### src/rtl/alu_seq.sv
// Multi-cycle handshaked ALU: bitwise/arith ops in one cycle, shifts one bit per cycle.
// Optional iterative multiplier enabled by defining ALU_SEQ_MUL_EN.
module alu_seq #(
  parameter int WIDTH = 32
) (
  input  logic             clk,
  input  logic             reset_n,
  input  logic             req_valid,
  output logic             req_ready,
  input  logic [WIDTH-1:0] operand1,
  input  logic [WIDTH-1:0] operand2,
  input  logic [4:0]       shamt,
  input  logic [3:0]       funct,
  output logic             resp_valid,
  input  logic             resp_ready,
  output logic [WIDTH-1:0] alu_result,
  output logic             resp_err
);

  typedef enum logic [1:0] {
    S_IDLE  = 2'd0,
    S_SHIFT = 2'd1,
    S_DONE  = 2'd2
`ifdef ALU_SEQ_MUL_EN
    , S_MUL = 2'd3
`endif
  } state_t;

  state_t state, next_state;

  logic [1:0]       op_q;
  logic [WIDTH-1:0] work;
  logic [4:0]       cnt;
  logic [WIDTH-1:0] comb_res;
  logic             comb_err;
  logic [WIDTH-1:0] shift_next;
  logic             is_shift;

`ifdef ALU_SEQ_MUL_EN
  logic [WIDTH-1:0] acc, mcand, mplier, acc_next;
  assign acc_next = mplier[0] ? acc + mcand : acc;
`endif

  assign req_ready  = (state == S_IDLE);
  assign resp_valid = (state == S_DONE);
  assign is_shift   = (funct == 4'b1000) || (funct == 4'b1001) || (funct == 4'b1010);

  always_comb begin
    comb_res = '0;
    comb_err = 1'b0;
    case (funct)
      4'b0000: comb_res = operand1 + operand2;
      4'b0001: comb_res = operand1 - operand2;
      4'b0010: comb_res = operand1 & operand2;
      4'b0011: comb_res = operand1 | operand2;
      4'b0100: comb_res = operand1 ^ operand2;
      4'b0101: comb_res = ~(operand1 | operand2);
      4'b0110: comb_res = {{(WIDTH-1){1'b0}}, ($signed(operand1) < $signed(operand2))};
      4'b0111: comb_res = {{(WIDTH-1){1'b0}}, (operand1 < operand2)};
      // Shifts only take this path when shamt is 0, so the result is operand1.
      4'b1000, 4'b1001, 4'b1010: comb_res = operand1;
`ifdef ALU_SEQ_MUL_EN
      4'b1011: comb_res = '0;
`endif
      default: comb_err = 1'b1;
    endcase
  end

  always_comb begin
    case (op_q)
      2'b00:   shift_next = {work[WIDTH-2:0], 1'b0};
      2'b01:   shift_next = {1'b0, work[WIDTH-1:1]};
      default: shift_next = {work[WIDTH-1], work[WIDTH-1:1]};
    endcase
  end

  always_ff @(posedge clk or negedge reset_n) begin
    if (!reset_n) state <= S_IDLE;
    else          state <= next_state;
  end

  always_comb begin
    next_state = state;
    case (state)
      S_IDLE: begin
        if (req_valid) begin
          if (is_shift && (shamt != 5'd0)) next_state = S_SHIFT;
`ifdef ALU_SEQ_MUL_EN
          else if (funct == 4'b1011)      next_state = S_MUL;
`endif
          else                            next_state = S_DONE;
        end
      end
      S_SHIFT: if (cnt == 5'd1) next_state = S_DONE;
`ifdef ALU_SEQ_MUL_EN
      S_MUL:   if (cnt == 5'd0) next_state = S_DONE;
`endif
      S_DONE:  if (resp_ready) next_state = S_IDLE;
      default: next_state = S_IDLE;
    endcase
  end

  always_ff @(posedge clk or negedge reset_n) begin
    if (!reset_n) begin
      op_q       <= 2'b00;
      work       <= '0;
      cnt        <= 5'd0;
      alu_result <= '0;
      resp_err   <= 1'b0;
`ifdef ALU_SEQ_MUL_EN
      acc        <= '0;
      mcand      <= '0;
      mplier     <= '0;
`endif
    end else begin
      case (state)
        S_IDLE: begin
          if (req_valid) begin
            op_q <= funct[1:0];
            work <= operand1;
            cnt  <= shamt;
`ifdef ALU_SEQ_MUL_EN
            acc    <= '0;
            mcand  <= operand1;
            mplier <= operand2;
            if (funct == 4'b1011) cnt <= 5'd31;
`endif
            if (next_state == S_DONE) begin
              alu_result <= comb_res;
              resp_err   <= comb_err;
            end
          end
        end
        S_SHIFT: begin
          work <= shift_next;
          cnt  <= cnt - 5'd1;
          if (cnt == 5'd1) begin
            alu_result <= shift_next;
            resp_err   <= 1'b0;
          end
        end
`ifdef ALU_SEQ_MUL_EN
        // cnt runs 31..0, giving exactly 32 shift-add iterations.
        S_MUL: begin
          acc    <= acc_next;
          mcand  <= {mcand[WIDTH-2:0], 1'b0};
          mplier <= {1'b0, mplier[WIDTH-1:1]};
          cnt    <= cnt - 5'd1;
          if (cnt == 5'd0) begin
            alu_result <= acc_next;
            resp_err   <= 1'b0;
          end
        end
`endif
        default: ;
      endcase
    end
  end

endmodule
### config.mk
export PLATFORM = sky130hd
export DESIGN_NAME = alu_seq
export DESIGN_NICKNAME = d
export VERILOG_FILES = /design/src/rtl/alu_seq.sv
export SDC_FILE = /design/constraint.sdc
export NUM_CORES = 1
export LEC_CHECK = 0
export BUFFER_PORTS_ARGS = -buffer_cell sky130_fd_sc_hd__buf_2
export CELL_PAD_IN_SITES_DETAIL_PLACEMENT = 1
export CELL_PAD_IN_SITES_GLOBAL_PLACEMENT = 1
export CORE_MARGIN = 2
export CORE_UTILIZATION = 25
export DETAILED_ROUTE_END_ITERATION = 12
export GPL_TIMING_DRIVEN = 0
export PLACE_DENSITY_LB_ADDON = 0.1
export SLEW_MARGIN = 15
export SYNTH_ARGS = -nofsm -noshare
export SYNTH_HDL_FRONTEND = slang
export SYNTH_SLANG_ARGS = --single-unit
### constraint.sdc
create_clock -name clk -period 2.8 [get_ports clk]
set_input_delay 0.28 -clock clk [delete_from_list [all_inputs] [get_ports clk]]
set_output_delay 0.28 -clock clk [all_outputs]
set_load 0.02 [all_outputs]
==> flow_metrics.tcl, run 1 <==
set metrics [dict create \
    grt_pass1_wl_um 74700 \
    netlist_area_um2 9450 \
    drive_gt1_share_pct 26.2 \
    drtAntennaViolNets 0 \
    synthArstFlopShare_pct 100 \
    diodes 0 \
    dieArea_um2 39400 \
    slew_headroom_pct 33.4 \
    rsz0062_at_grt "yes" \
    status "finished, violations left" \
    cts.clk_slew.worst_paths_ns 0.06 \
    setup_tns_ns -0.0771 \
    crit_arrival_ns 3.09 \
    reg2reg_from "state[1]$_DFF_PN0_" \
    slowest_stage "fa_2" \
    root_buffer "clkbuf_16" \
    syn_nets 1450 \
    netlist_instances 1273 \
    critical_path_buf_inv_count 2 \
    critical_path.startpoint "operand2[0]" \
    setup_slack_ns -0.0683 \
    worst_hold_slack_ns 0.173 \
    grt.total_usage_pct 26.2 \
    ir_drop_v 0.000325 \
    max_freq_ghz 0.349 \
    final-hold-violation-count 0 \
    area_delta_synth_final_pct 30.3 \
    synth_area_leaders "dfrtp_1 (20%), ha_1 (13%), a21oi_1 (5.9%), nand2_1 (5.6%), o21ai_0 (4.0%)" \
    synth_area_leader_cell "dfrtp_1" \
    finClkSkew_ns 0.00739 \
    dr.pass1.iters 5 \
    die_w_um 198 \
    final_common_cell "nand2_1" \
    p_leak_nw 5.24 \
    hold_start "shamt[2]" \
    final_cell_mix "nand2_1 (130), buf_2 (113), a21oi_1 (93)" \
    setup_viol 3 \
    cp_max_fo 4 \
    yosys_register_bits 74 \
    grt_pass1_vias 10865 \
    via_per_inst 5.66 \
    rows 71 \
    seq_area_frac_synth_pct 19.6 \
    syn_avg_cell_area_um2 7.42 \
    yosysTopAreaCellShare_pct 19.6 \
    wirelength_um 52300 \
    place.gp.congestion 0.888 \
    post_drt_wl_per_cell_um 26.9 \
    final_nets 1603 \
    core_um2 37400 \
    startpoint_type "primary input" \
    required_ns 3.02 \
    synthFlopType "dfrtp_1" \
    clock_sinks 74 \
    fillers 4542 \
    cp-end-kind "register" \
    clkLatencyLatePin_ns 0.35 \
    start_util_pct 25.3 \
    critical_path.top_delay_family "compound AO/OA/AOI/OAI gates" \
    clockBufferDepth 2 \
    die_h_um 198 \
    fin_util_pct 32.9 \
    dp.final_hpwl_um 41200 \
    synth_edf_count 0 \
    period_share_pct 102 \
    io_buffers 109 \
    grt_overflow 0 \
    crit_type "primary input to register" \
    maxSlewViolCount 0 \
    drc_errors 0 \
    hold_path.class "primary input to register" \
    numCtsBuffers 9 \
    fin_crit_ns 2.87 \
    via_count 10987 \
    cts_tree "done" \
    critPathMaxStageDelay_ns 0.40 \
    synth_cell_types 97 \
    worst_pin_slew_ns 0.999 \
    power_density_nw_per_um2 587 \
    grt_max_degree 54 \
    drt_iter0_drc 841 \
    antenna_found_initial 1 \
    crit_chain "buf_12 -> ha_4 -> fa_2 -> a211oi_4 -> buf_4 -> nor4_4 -> o31ai_4 -> a2111o_1 -> nand2_4 -> a41oi_4 -> nor4_4 -> o31ai_4 -> a31oi_1" \
    io_pins 112 \
    violations "negative setup slack" \
    maxCapViolCount 0 \
    yosysWarnings 0 \
    htreeDepth 3 \
]
-- sequential cells by signal (all words and copies together), names as in the netlist --
| signal | cells |
|---|---|
| state | 2 |
| cnt | 5 |
| op_q | 2 |
| work | 32 |
| resp_err | 1 |
| alu_result | 32 |
-- Yosys cell counts, types with 14 or more instances --
cell	instances
a211oi_1	28
buf_2	15
dfrtp_1	74
o21ai_0	76
nor2b_1	23
nand2b_1	16
inv_1	92
nand2_1	141
ha_1	98
o21bai_1	14
a221oi_1	26
a31oi_1	29
mux2i_1	16
nor2_1	97
nor3_1	18
o31ai_1	19
nand3_1	29
o211ai_1	20
clkbuf_1	59
a21o_1	16
a21oi_1	112
nor4_1	14
-- worst paths after layout --
| path | to | slack (ns) | cells after the start |
|---|---|---|---|
| worst max-delay path | alu_result[22]$_DFFE_PN0P_ | -0.07 | 13 |
| worst min-delay path | cnt[2]$_DFFE_PN0P_ | 0.17 | 2 |
| worst max register to register | alu_result[7]$_DFFE_PN0P_ | 0.01 | 7 |
| worst min register to register | alu_result[11]$_DFFE_PN0P_ | 0.47 | 2 |
| max in group asynchronous | work[29]$_DFFE_PN0P_ | 1.80 | 3 |
| min in group asynchronous | alu_result[4]$_DFFE_PN0P_ | 0.39 | 2 |
-- kinds of logic (layout without fill, tap and decap cells) --
group / count (synthesis) / in the layout / share of synthesized area (%)
and+or+nand+nor: 408 / 408 / 20.8
AOI/OAI and AO/OA: 474 / 474 / 34.8
adders and majority gates: 100 / 100 / 13.4
xor gates and xnor gates: 8 / 8 / 0.742
DFF: 74 / 74 / 19.6
muxes: 24 / 24 / 2.65
buffers and inverters: 185 / 343 / 7.94
-- metrics by stage --
step                      std cells  worst slack (ns)  power (W)  cell area [um2]
after detailed placement       1894             -1.15    0.00548            10700
after CTS                      1915            -0.115    0.00700            11500
after global placement         1893             -1.36    0.00545            10600
after global routing           1942            -0.145    0.00766            12300
after floorplan                1273             0.171    0.00406             9450
final                          1942           -0.0683    0.00723            12300
-- power by group --
group          switching [W]  total (W)  internal [W]
clock network       0.000497    0.00136      0.000867
registers           0.000410    0.00198       0.00157
logic                0.00251    0.00388       0.00137
total                0.00341    0.00723       0.00381
-- layout make-up --
cell class	instances	area (um2)	area share, %
buffer	90	493	4.00
clock buffer	10	229	1.86
clock inverter	6	105	0.854
inverter	93	359	2.92
multi-input combinational	1014	7730	62.8
sequential	74	1850	15.0
tap	511	639	5.19
timing repair buffer	144	906	7.36
-- what timing repair did --
action	4_1_cts	5_1_grt
pin swaps	23	47
endpoints found under the hold margin	21	0
setup buffers	4	29
gates resized for setup	106	160
hold buffers	1	0
setup endpoints to repair	64	26
cloned	0	0
-- metal layers --
metal / up-vias / wire length (um) / GRT usage, %
met1: 5551 / 25100 / 38.5
met3: 74 / 3120 / 3.10
met5: - / 18 / 0
met4: 2 / 1330 / 7.74
met2: 371 / 22700 / 40.0
li1: 4989 / - / -
No activity file was read; power rests on OpenSTA's default activity.
==> inputs of run 2 (changes only) <==
CORE_UTILIZATION = 44   (was 25)
==> run 2 against run 1 <==
  * The flow still finishes with violations (negative setup slack)
  * Critical endpoint unchanged
  * Sequential power barely moved
  * Final cell count decreased by 12%
  * Combinational power is essentially flat
  * Clock skew is essentially flat
  * Die area fell by 42%
  * Flip-flop and latch count unchanged
==> flow_metrics.tcl, run 2 (synthesis results as in run 1) <==
set metrics [dict create \
    setup_slack_ns -0.0779 \
    hold_path.class "primary input to register" \
    grtUsageMet1_pct 56.0 \
    clockBufferDepth 2 \
    p_leak_nw 5.15 \
    drc_errors 0 \
    cts.clk_slew.worst_paths_ns 0.06 \
    max_freq_ghz 0.347 \
    root_buffer "clkbuf_16" \
    wirelength_um 47700 \
    crit_type "primary input to register" \
    final_cell_mix "nand2_1 (135), buf_2 (113), a21oi_1 (98)" \
    fin_util_pct 56.0 \
    core_um2 21000 \
    cp-end-kind "register" \
    grt_pass1_wl_um 69200 \
    place.gp.congestion 0.979 \
    dp_cells 1658 \
    power_density_nw_per_um2 612 \
    rsz0062_at_grt "yes" \
    grt_pass1_vias 11325 \
    antenna_found_initial 1 \
    drive_gt1_share_pct 24.1 \
    place_ws_ns -1.07 \
    setup_viol 8 \
    dr.pass1.iters 5 \
    io_buffers 109 \
    dieArea_um2 22700 \
    slew_headroom_pct 30.4 \
    worst_pin_slew_ns 1.04 \
    crit_arrival_ns 3.08 \
    fillers 2682 \
    worst_hold_slack_ns 0.198 \
    diodes 0 \
    status "finished, violations left" \
    fin_crit_ns 2.88 \
    clkLatencyLatePin_ns 0.35 \
    die_h_um 151 \
    met2_usage_pct 62.8 \
    drtAntennaViolNets 0 \
    via_per_inst 6.83 \
    final_nets 1602 \
    dpl_cell_area_um2 10400 \
    maxCapViolCount 0 \
    final-hold-violation-count 0 \
    final_common_cell "nand2_1" \
    required_ns 3.01 \
    rows 53 \
    fin_cells 1705 \
    grt_max_degree 59 \
    grt_overflow 0 \
    finClkSkew_ns 0.00741 \
    die_w_um 151 \
    grt_util_met3_pct 7.97 \
    cp_max_fo 4 \
    ir_drop_v 0.000381 \
    dp.final_hpwl_um 35800 \
    period_share_pct 103 \
    grt-busiest-layer "met2" \
    cts_tree "done" \
    top_regs "alu_result: 32 flops, work: 32 flops, cnt: 5 flops" \
    start_util_pct 44.9 \
    startpoint_type "primary input" \
    clock_sinks 74 \
    area_delta_synth_final_pct 24.6 \
    drt_iter0_drc 1142 \
    io_pins 112 \
    grt.total_usage_pct 40.8 \
    post_drt_wl_per_cell_um 27.9 \
    numCtsBuffers 9 \
    via_count 11647 \
    htreeDepth 3 \
    maxSlewViolCount 0 \
    violations "negative setup slack" \
    fin_area_um2 11800 \
]
## run 2: critical path, cell delays in order
cell      delay (ns)
buf_8           0.11
ha_4            0.18
fa_2            0.37
a211oi_4        0.35
nor4_4          0.08
o31ai_2         0.25
buf_4           0.17
a2111o_1        0.25
nand2_4         0.10
a41oi_4         0.26
buf_6           0.13
nor4_4          0.04
o31ai_4         0.37
a31oi_1         0.14
## run 2: metal layers
metal	up-vias	share of wire, %
met5	-	0
met4	0	4.2
met3	141	11
met2	706	44
met1	5812	41
li1	4988	-
## run 2: report_power, final
| part | switching (W) | internal (W) |
|---|---|---|
| combinational | 0.00250 | 0.00135 |
| clock | 0.000492 | 0.000869 |
| sequential | 0.000423 | 0.00157 |
| total | 0.00342 | 0.00379 |
## run 2: worst paths after layout
path / end / depth (start not counted) / slack, ns / startpoint
setup reg to reg: alu_result[22]$_DFFE_PN0P_ / 5 / 0.01 / state[0]$_DFF_PN0_
min in group asynchronous: alu_result[5]$_DFFE_PN0P_ / 2 / 0.36 / reset_n
hold / removal: cnt[2]$_DFFE_PN0P_ / 2 / 0.20 / shamt[2]
hold reg to reg: alu_result[1]$_DFFE_PN0P_ / 1 / 0.47 / alu_result[1]$_DFFE_PN0P_
setup / recovery: alu_result[22]$_DFFE_PN0P_ / 14 / -0.08 / operand1[0]
max in group asynchronous: alu_result[20]$_DFFE_PN0P_ / 3 / 1.85 / reset_n
## run 2: through the flow
step,TNS (ns),total power [W]
detailed placement,-21.89,0.00538
finish,-0.233,0.00721
global placement,-20.22,0.00525
CTS,-0.0592,0.00688
floorplan,0,0.00406
global route,-0.779,0.00753
## run 2: cell type report
class	instances	area [um2]	share of cell area, %
clock buffers	9	225	1.91
plain buffers	90	474	4.03
repair buffers	143	878	7.46
clock inverters	7	118	0.999
well taps	275	344	2.92
inverters	93	353	3.00
multi-input cells	1014	7530	63.9
flip-flops and latches	74	1850	15.7
## run 2: what timing repair did
item / CTS / global route
pin swaps: 19 / 37
endpoints found under the hold margin: 16 / 0
resized for setup: 83 / 123
hold buffers: 1 / 0
setup buffers: 5 / 27
cloned: 0 / 0
endpoints found under the setup margin: 53 / 44
==> inputs of run 3 (changes only) <==
BUFFER_PORTS_ARGS = -buffer_cell sky130_fd_sc_hd__clkbuf_2   (was -buffer_cell sky130_fd_sc_hd__buf_2)
CAP_MARGIN = 10   (was unset)
CORE_MARGIN = 3   (was 2)
==> run 3 against run 2 <==
  * The run now ends clean
  * Maximum frequency up 2.8%
  * Sequential power up 3%
  * Clock skew down 0.0017 ns
  * Via count down 0.64%
  * Register-to-register slack better by 0.04 ns
  * Sequential share of layout area up 0.10 points
  * Die area up 2.7%
  * Largest power group unchanged
==> flow_metrics.tcl, run 3 (synthesis results as in run 1) <==
set metrics [dict create \
    ir_drop_v 0.000385 \
    dp.final_hpwl_um 36300 \
    dr.pass1.iters 7 \
    numCtsBuffers 9 \
    power_density_nw_per_um2 621 \
    grt_pass1_vias 11240 \
    dieArea_um2 23300 \
    grt_pass1_wl_um 70600 \
    cp_max_fo 10 \
    setup_slack_ns 0.000693 \
    drive_gt1_share_pct 23.7 \
    p_switching_w 0.00344 \
    maxSlewViolCount 0 \
    via_per_inst 6.85 \
    clkLatencyLatePin_ns 0.35 \
    wirelength_um 47900 \
    die_w_um 153 \
    maxCapViolCount 0 \
    clock_power_share_pct 19.2 \
    place_ws_ns -1.08 \
    die_h_um 153 \
    worst_hold_slack_ns 0.232 \
    hold_depth 3 \
    area_delta_synth_final_pct 23.8 \
    htreeDepth 3 \
    rows 52 \
    crit_chain "clkbuf_8 -> inv_1 -> ha_1 -> buf_4 -> or3_4 -> nand2b_4 -> a211o_4 -> a211o_2 -> a21oi_1 -> nor2_1 -> a221o_1 -> a21oi_2 -> o21ai_1" \
    required_ns 3.02 \
    hold_path.class "primary input to register" \
    worst_pin_slew_ns 0.882 \
    clock_sinks 74 \
    period_share_pct 100 \
    top_regs "alu_result: 32 flops, work: 32 flops, cnt: 5 flops" \
    final_cell_mix "nand2_1 (133), clkbuf_2 (119), a21oi_1 (99)" \
    sw_frac_of_total_pct 47.4 \
    p_leak_nw 5.14 \
    via_count 11573 \
    grt_overflow 0 \
    start_util_pct 45.7 \
    max_freq_ghz 0.357 \
    p_seq_share_pct 28.2 \
    r2r_cells 9 \
    startpoint_type "primary input" \
    slowest_stage "a211o_2" \
    crit_type "primary input to register" \
    core_um2 20700 \
    cts.clk_slew.worst_paths_ns 0.06 \
    root_buffer "clkbuf_16" \
    drtAntennaViolNets 0 \
    drt_iter0_drc 1096 \
    final_nets 1591 \
    cts_tree "done" \
    final-hold-violation-count 0 \
    status "completed" \
    grt_max_degree 42 \
    clockBufferDepth 2 \
    grt.total_usage_pct 39.1 \
    place.gp.congestion 0.982 \
    finClkSkew_ns 0.00576 \
    post_drt_wl_per_cell_um 28.4 \
    cp-end-kind "register" \
    fin_crit_ns 2.80 \
    drc_errors 0 \
    crit_arrival_ns 3.02 \
    setup_viol 0 \
    slew_headroom_pct 41.2 \
    final_common_cell "nand2_1" \
    rsz0062_at_grt "yes" \
    antenna_found_initial 0 \
    diodes 0 \
    critPathMaxStageDelay_ns 0.35 \
    combPwrFrac_pct 52.6 \
    p_int_w 0.00382 \
    io_pins 112 \
    io_buffers 109 \
]
==> run 3: power by group through the flow <==
stage	sequential (W)	combinational, W	clock (W)
after floorplan	0.00212	0.00194	0
after global placement	0.00195	0.00332	0
after detailed placement	0.00198	0.00341	0
after CTS	0.00199	0.00358	0.00139
after global routing	0.00209	0.00406	0.00145
final	0.00205	0.00382	0.00139
==> run 3: what timing repair did <==
item / in CTS / in global routing
buffers inserted: 5 / 17
gates resized for setup: 92 / 132
pin swaps: 20 / 42
hold buffers: 1 / 0
setup endpoints to repair: 53 / 48
hold endpoints to repair: 33 / 0
==> run 3: final cells by class <==
class,instances,area [um2]
repair buffers,133,797
well taps,270,338
clock buffers,12,256
inverters,93,349
multi-input cells,1014,7540
fillers,2617,8990
flip-flops and latches,74,1850
plain buffers,89,463
clock inverters,4,97.6
==> run 3: layer usage <==
layer / GRT usage (%) / wire length [um] / vias to the layer above
met1: 55.3 / 20100 / 5725
met5: 0 / 0 / -
met4: 15.9 / 1980 / 0
met2: 58.6 / 20800 / 722
met3: 7.61 / 5000 / 138
li1: - / - / 4988
==> run 3: critical path, delay by kind of cell <==
family | cells | cell delay (ns)
AOI/OAI and AO/OA | 6 | 1.48
adders and majority gates | 1 | 0.28
and+or+nand+nor | 3 | 0.61
buffers and inverters | 3 | 0.36
==> run 3: final timing paths <==
path | from | to | slack (ns)
worst min-delay path | operand1[13] | work[13]$_DFFE_PN0P_ | 0.23
max in group asynchronous | reset_n | work[27]$_DFFE_PN0P_ | 1.73
worst min register to register | alu_result[1]$_DFFE_PN0P_ | alu_result[1]$_DFFE_PN0P_ | 0.49
min in group asynchronous | reset_n | alu_result[6]$_DFFE_PN0P_ | 0.46
worst max register to register | cnt[1]$_DFFE_PN0P_ | alu_result[30]$_DFFE_PN0P_ | 0.05
worst max-delay path | operand1[9] | alu_result[17]$_DFFE_PN0P_ | 0.0007
==> run 3: per-stage QoR <==
| stage | power, W | TNS [ns] | instances | area [um2] | util, % |
|---|---|---|---|---|---|
| after floorplan | 0.00406 | 0 | 1273 | 9450 | - |
| after global placement | 0.00527 | -20.40 | 1652 | 10300 | 49.9 |
| after detailed placement | 0.00539 | -22.06 | 1653 | 10400 | 50.0 |
| after CTS | 0.00696 | -0.0934 | 1674 | 11100 | 53.8 |
| after global routing | 0.00760 | -0.515 | 1689 | 11700 | 56.5 |
| final | 0.00726 | 0 | 1689 | 11700 | 56.5 |
